## config.mk

```make
export PLATFORM = sky130hd
export DESIGN_NAME = rng_seq_register
export DESIGN_NICKNAME = d
export VERILOG_FILES = /design/src/rtl/rng_seq_pkg.sv /design/src/rtl/rng_lfsr.sv /design/src/rtl/rng_seq_register.sv
export SDC_FILE = /design/constraint.sdc
export NUM_CORES = 1
export LEC_CHECK = 0
export CAP_MARGIN = 10
export CELL_PAD_IN_SITES_DETAIL_PLACEMENT = 1
export CELL_PAD_IN_SITES_GLOBAL_PLACEMENT = 2
export CORE_MARGIN = 2
export CORE_UTILIZATION = 30
export CTS_BUF_LIST = sky130_fd_sc_hd__clkbuf_4
export CTS_CLUSTER_DIAMETER = 50
export DETAILED_ROUTE_END_ITERATION = 16
export MAX_ROUTING_LAYER = met4
export PLACE_DENSITY = 0.66
export REMOVE_ABC_BUFFERS = 1
export SYNTH_ARGS = -nofsm -noshare
export SYNTH_HDL_FRONTEND = slang
export SYNTH_SLANG_ARGS = --single-unit
```

## constraint.sdc

```tcl
create_clock -name clk -period 2.6 [get_ports clk]
set_input_delay 0.39 -clock clk [delete_from_list [all_inputs] [get_ports clk]]
set_output_delay 0.39 -clock clk [all_outputs]
set_load 0.02 [all_outputs]
```

## src/rtl/rng_seq_pkg.sv

```systemverilog
// rng_seq_pkg: shared state encoding, default feedback mask and zero-seed fallback
package rng_seq_pkg;
  typedef enum logic [1:0] {EMPTY, READY, FULL} state_e;
  localparam logic [31:0] DEF_TAPS = 32'h8020_0003;
  localparam int ZERO_SEED = 1;
endpackage

```

## src/rtl/rng_lfsr.sv

```systemverilog
// rng_lfsr: combinational Galois LFSR step with optional mix-in
//   s_i   : current LFSR state
//   mix_i : value XORed into the state before stepping (zero when unused)
//   nxt_o : next LFSR state
// A zero mixed state is forced to the fallback seed so the LFSR never locks up.
module rng_lfsr
  import rng_seq_pkg::*;
#(
  parameter int W = 32,
  parameter logic [W-1:0] TAPS = W'(DEF_TAPS)
) (
  input  logic [W-1:0] s_i,
  input  logic [W-1:0] mix_i,
  output logic [W-1:0] nxt_o
);
  logic [W-1:0] m;
  always_comb begin
    m = s_i ^ mix_i;
    m = (m == '0) ? W'(ZERO_SEED) : m;
    nxt_o = m[0] ? ((m >> 1) ^ TAPS) : (m >> 1);
  end
endmodule

```

## src/rtl/rng_seq_register.sv

```systemverilog
// rng_seq_register: seeded LFSR symbol-sequence store with indexed read port
//   clk        : clock, all state on rising edge
//   reset      : asynchronous active-low reset
//   start_game : level; rising edge seeds the LFSR from rng_in and clears the sequence
//   rng_in     : free-running entropy source
//   append     : pulse; appends one LFSR-derived symbol
//   rd_req/rd_idx -> rd_valid/rd_sym/rd_err one cycle later
//   seeded, seq_len, seq_full : status
// Optional macro RNG_SEQ_RESEED_EN: mix rng_in into the LFSR on every accepted append.
module rng_seq_register
  import rng_seq_pkg::*;
#(
  parameter int SEED_W = 32,
  parameter int SYM_W = 2,
  parameter int DEPTH = 32,
  parameter logic [SEED_W-1:0] TAPS = SEED_W'(DEF_TAPS)
) (
  input  logic                       clk,
  input  logic                       reset,
  input  logic                       start_game,
  input  logic [SEED_W-1:0]          rng_in,
  input  logic                       append,
  input  logic                       rd_req,
  input  logic [$clog2(DEPTH)-1:0]   rd_idx,
  output logic                       seeded,
  output logic [$clog2(DEPTH+1)-1:0] seq_len,
  output logic                       seq_full,
  output logic                       rd_valid,
  output logic [SYM_W-1:0]           rd_sym,
  output logic                       rd_err
);
  localparam int IW = $clog2(DEPTH);
  localparam int LW = $clog2(DEPTH + 1);
  state_e            state_q, state_d;
  logic [SEED_W-1:0] lfsr_q, lfsr_d, lfsr_nxt, mix;
  logic [LW-1:0]     len_q, len_d, len_inc;
  logic              start_q, start_edge, acc, hit;
  logic              rd_valid_q, rd_valid_d, rd_err_q, rd_err_d;
  logic [SYM_W-1:0]  rd_sym_q, rd_sym_d;
  logic [SYM_W-1:0]  mem_q [DEPTH];
`ifdef RNG_SEQ_RESEED_EN
  assign mix = rng_in;
`else
  assign mix = '0;
`endif
  rng_lfsr #(.W(SEED_W), .TAPS(TAPS)) u_lfsr (.s_i(lfsr_q), .mix_i(mix), .nxt_o(lfsr_nxt));
  // Start edge wins over a coincident append.
  assign start_edge = start_game & ~start_q;
  assign acc = append & (state_q == READY) & ~start_edge;
  assign len_inc = len_q + 1'b1;
  // Read hit is judged against the pre-append length.
  assign hit = LW'(rd_idx) < len_q;
  always_comb begin
    state_d = start_edge ? READY : acc ? ((len_inc == LW'(DEPTH)) ? FULL : READY) : state_q;
    lfsr_d = start_edge ? ((rng_in == '0) ? SEED_W'(ZERO_SEED) : rng_in) : acc ? lfsr_nxt : lfsr_q;
    len_d = start_edge ? '0 : acc ? len_inc : len_q;
    rd_valid_d = rd_req;
    rd_sym_d = rd_req ? (hit ? mem_q[rd_idx] : '0) : rd_sym_q;
    rd_err_d = rd_req ? ~hit : rd_err_q;
  end
  always_ff @(posedge clk or negedge reset) begin
    if (!reset) begin
      state_q <= EMPTY;
      lfsr_q <= SEED_W'(ZERO_SEED);
      len_q <= '0;
      start_q <= 1'b0;
      rd_valid_q <= 1'b0;
      rd_sym_q <= '0;
      rd_err_q <= 1'b0;
    end else begin
      state_q <= state_d;
      lfsr_q <= lfsr_d;
      len_q <= len_d;
      start_q <= start_game;
      rd_valid_q <= rd_valid_d;
      rd_sym_q <= rd_sym_d;
      rd_err_q <= rd_err_d;
    end
  end
  // Storage is not reset; reads are gated by len_q.
  always_ff @(posedge clk) begin
    if (acc) mem_q[len_q[IW-1:0]] <= lfsr_nxt[SYM_W-1:0];
  end
  assign seeded = state_q != EMPTY;
  assign seq_full = state_q == FULL;
  assign seq_len = len_q;
  assign rd_valid = rd_valid_q;
  assign rd_sym = rd_sym_q;
  assign rd_err = rd_err_q;
endmodule

```

# After elaboration in Yosys (flattened, before gate mapping)
# Memories as Yosys holds them, arrays and structs flattened.
# Cells that the tools add are included.
[totals]
reg_bits = 45
latch_bits = 0
mem_bits_rw = 64
rom_bits = 0
inputBits = 42
output_inout_bits = 12
wordCells = 37
memories = 1
[op_classes]
add_sub_neg = 1
multipliers = 0
div_mod_pow = 0
order_cmp = 1
n_eq_ne = 3
n_shift = 0
n_mux = 13
bitwise = 7
n_reduce_logical = 4
[memory_table]
columns = ["name", "words", "word_bits", "rd", "rd_clocked_by_memory_dff", "write_ports", "line", "source"]
rows = [
  ["mem_q", 32, 2, 1, 0, 1, "rng_seq_register.sv:40", "logic [SYM_W-1:0] mem_q [DEPTH];"],
]
[op_table]
columns = ["cell", "count"]
rows = [
  ["$mux 32", 5],
  ["$logic_not 32->1", 2],
  ["$mux 6", 2],
  ["$mux 2", 4],
  ["$add 6x1->6 const B", 1],
  ["$eq 6x6->1 const B", 1],
  ["$lt 5x6->1", 1],
  ["$not 3->4", 1],
  ["$reduce_bool 2->1", 2],
  ["$and 1x1->1", 3],
  ["$not 1->1", 3],
  ["$eq 2x1->1 const B", 1],
  ["$eq 2x2->1 const B", 1],
  ["$mux 1", 2],
]

# Depth between registers and ports, before layout
[depth]
word_depth = 6
mapped_depth = 7
depth_no_buf = 6

# Modules after synthesis
# A second synthesis with hierarchy kept.
[hier_totals]
hier_cells = 472
hier_area_um2 = 5402.7
[modules_own_cells]
columns = ["mod", "instances", "cells_each", "area_per_inst_um2", "seq_area_each_um2"]
rows = [
  ["rng_seq_register", 1, 423, 5004.8, 3049.2],
  ["rng_lfsr", 1, 49, 397.9, 0.0],
]

# Worst setup path after synthesis
# No wires, ideal clock.
[synth_timing]
path_kind = "reg2reg"
from = "register lfsr_q[0]"
to = "memory mem_q[0][1], data pin"
setup_ns = 0.464
arrival_time_ns = 2.283
required_ns = 2.136
slack_ns = -0.147
stages_incl_launch_ff = 5
n_path_buf = 1
synth_period_minus_slack_ns = 2.747
path_cell_list = "dfstp_2 > clkbuf_1 > nor4_1 > nand4_1 > o21ai_0"
[synth_via]
elab_chain_len = 4
[synth_rtl]
columns = ["element", "line", "source"]
rows = [
  ["start: declaration", "rng_seq_register.sv:35", "logic [SEED_W-1:0] lfsr_q, lfsr_d, lfsr_nxt, mix;"],
  ["start signal: assignment", "rng_seq_register.sv:64", "lfsr_q <= SEED_W'(ZERO_SEED);"],
  ["start signal: assignment", "rng_seq_register.sv:72", "lfsr_q <= lfsr_d;"],
  ["$logic_not 32->1", "rng_lfsr.sv:19", "m = (m == '0) ? W'(ZERO_SEED) : m;"],
  ["$mux 32 (*)", "rng_lfsr.sv:19", ""],
  ["$not 3->4 (no source line)", "-", ""],
  ["$mux 32 (*)", "rng_lfsr.sv:20", "nxt_o = m[0] ? ((m >> 1) ^ TAPS) : (m >> 1);"],
  ["net lfsr_nxt[1]", "rng_seq_register.sv:35", ""],
  ["end: declaration", "rng_seq_register.sv:40", ""],
]
# The timed path passes the listed nets; every way through them passes the cells marked *.

# Final worst setup path
[layout_timing]
from = "register len_q[3] (netlist: seq_len[3])"
to = "output port seq_len[3]"
[layout_rtl]
columns = ["element", "line", "source"]
rows = [
  ["start: declaration", "rng_seq_register.sv:36", "logic [LW-1:0] len_q, len_d, len_inc;"],
  ["start signal: assignment", "rng_seq_register.sv:73", "len_q <= len_d;"],
  ["end: declaration", "rng_seq_register.sv:26", "output logic [$clog2(DEPTH+1)-1:0] seq_len,"],
]
# No word-level cell between the ends.

==> results.yml <==
global_routing:
  grt_pass1_wl_um: 20100
  grt_pass1_vias: 3644
  grt_remaining_overflow: 0
  grt_max_degree: 37
  track_usage_pct: 15.3
  antenna_found_initial: 0
critical_path:
  crit_buf_inv: 1
  cp-start-kind: "flop"
  slowest_delay_ps: 700
  crit_family: "buffers and inverters"
  worstSetupEndpointType: "primary output"
  critical-path-slowest-cell: "clkdlybuf4s50_1"
  cp.required_ps: 2210
  arrival_ps: 1810
  crit_path_cell_trace: "clkdlybuf4s50_1"
  worstPathMaxFanout: 11
  crit_type: "reg2out"
timing:
  finClkSkew_ps: 23.9
  max_freq_ghz: 0.455
  max_slew_margin_pct: 62.6
  final.min_clock_period_ps: 2200
  setup_viol: 0
  fin_tns_setup_ps: 0
  rsz0062_at_grt: "false"
  tightest_slew_ps: 562
  maxSlewViolCount: 0
  setup_ws_ps: 403
  finalCritPeriodShare_pct: 84.5
  hold_viol: 0
floorplan:
  rows: 47
  coreArea_um2: 16500
  boundaryPins: 54
  fp.dieH_um: 133
  initial_core_util_pct: 30.5
  dieWidth_um: 133
  die_area_um2: 17800
yosys:
  async_flop_share_pct: 41.3
  syn_inst: 410
  synth.avg_cell_area_um2: 12.3
  synth-main-ff-cell: "edfxtp_1"
  synth_edf_count: 64
  ys_ff_latch: 109
  yosys_warnings: 0
  synth_cell_types: 39
  seq_area_frac_synth_pct: 60.7
  synthesis.area_um2: 5030
layout:
  drive_above_1_share_pct: 9.49
  n_antenna_cell: 0
  fin_nets: 520
  final_cell_mix: "edfxtp_1, clkdlybuf4s50_1, nor2_1"
  final_common_cell: "edfxtp_1"
  synthToLayoutAreaGrowth_pct: 19.4
  instances_no_fill: 694
power_and_ir_drop:
  switchingPower_mw: 1.19
  leakage_nw: 2.18
  fin_total_pwr_mw: 3.83
  power_density_nw_per_um2: 639
  internal_power_mw: 2.64
  swShare_pct: 31.1
  pwr-share-comb_pct: 21.2
  pwr-share-clk_pct: 20.2
  vdd_ir_drop_max_v: 0.000219
  pwr-share-seq_pct: 58.6
drt:
  wirelength_um: 12500
  num_vias: 3391
  drc: 0
  ant_nets: 0
  wl_per_cell_um: 18.0
  drt_iter0_drc: 188
  drt-pass1-iter-count: 4
  viasPerCell: 4.89
placed_design:
  port_buffers: 53
  dp.cells: 677
  gp_congestion: 0.748
  dp_slack_ps: 58.6
  dp_hpwl_um: 8940
cts:
  clock_sinks: 109
  cts_tree: "done"
  cts-htree-levels: 3
  clock_path_buffers: 2
  cts-resized-gates: 0
  clk_pin_slew_ps: 160
  clk_latency_ps: 480
  cts_root_buf: "clkbuf_4"
  numCtsBuffers: 9
flow_run:
  cap_violations: 0
outcome:
  status: "complete, no violations"
min_path:
  min_path_type: "in2reg"
==> metal layers <==
layer	track usage, %	routed length [µm]	up-vias
met5	-	0	-
met4	4.26	148	0
met3	2.85	425	12
met2	24.3	5950	61
met1	20.2	5980	1701
li1	-	-	1617
==> synth_stat cells, drive strengths merged (9+ instances only) <==
cell | instances | area share, %
mux2i | 41 | 8.2
nor4 | 16 | 2.0
clkbuf | 11 | 0.82
nand2 | 45 | 3.4
o21ai | 34 | 3.4
nor2 | 48 | 3.6
dfrtp | 44 | 22
edfxtp | 64 | 38
nand3 | 10 | 1.0
ha | 9 | 2.2
mux4 | 12 | 5.4
==> flip-flops by register name, summed over array words and instances (netlist names) <==
register  flops
state_q       2
start_q       1
rd_valid      1
lfsr_q       32
seq_len       6
mem_q        64
rd_sym        2
rd_err        1
==> per-stage QoR <==
step                util, %  hold WS (ps)  area (µm²)
floorplan                 -          94.4        4940
finish                 36.4           392        6000
CTS                    36.4           348        6000
global placement       35.7           394        5880
global route           36.4           355        6000
detailed placement     35.7           401        5880
==> layout make-up <==
type | count | area, µm²
tap | 220 | 275
inverter | 9 | 33.8
timing repair buffer | 67 | 658
clock inverter | 6 | 40.0
fill | 1823 | 10500
multi-input combinational | 273 | 1870
clock buffer | 10 | 75.1
sequential | 109 | 3050
==> logic make-up after synthesis <==
family          Yosys count  share of synthesized area (%)
mux                      53                           13.5
fa+ha+maj                 9                           2.24
xor+xnor                  8                           1.39
buf+inv                  28                           2.31
simple gates            149                           13.6
compound gates           54                           6.25
flops                   109                           60.7
==> worst paths after layout <==
path | start | end | slack (ps) | cells past startpoint
worst min register to register | rd_err$_DFFE_PN0P_ | rd_err$_DFFE_PN0P_ | 520 | 1
worst max register to register | state_q[1]$_DFFE_PN0P_ | mem_q[24][1]$_DFFE_PP_ | 500 | 4
max in group asynchronous | reset | lfsr_q[0]$_DFFE_PN1P_ | 1860 | 3
worst min-delay path | start_game | start_q$_DFF_PN0_ | 390 | 1
worst max-delay path | seq_len[3]$_DFFE_PN0P_ | seq_len[3] | 400 | 1
min in group asynchronous | reset | rd_sym[1]$_DFFE_PN0P_ | 410 | 3
==> repair_timing <==
action	in CTS	in global routing
setup buffers	0	0
hold buffers	1	0
hold endpoints to repair	44	0
setup endpoints to repair	0	0
==> power groups by stage <==
stage / clock network (mW) / logic, mW / registers [mW]
6_report: 0.774 / 0.812 / 2.25
5_1_grt: 0.868 / 0.906 / 2.28
4_1_cts: 0.807 / 0.828 / 2.25
3_5_place_dp: 0 / 0.824 / 2.29
3_3_place_gp: 0 / 0.811 / 2.29
2_1_floorplan: 0 / 0.413 / 2.28
(Power assumes the default switching activity.)
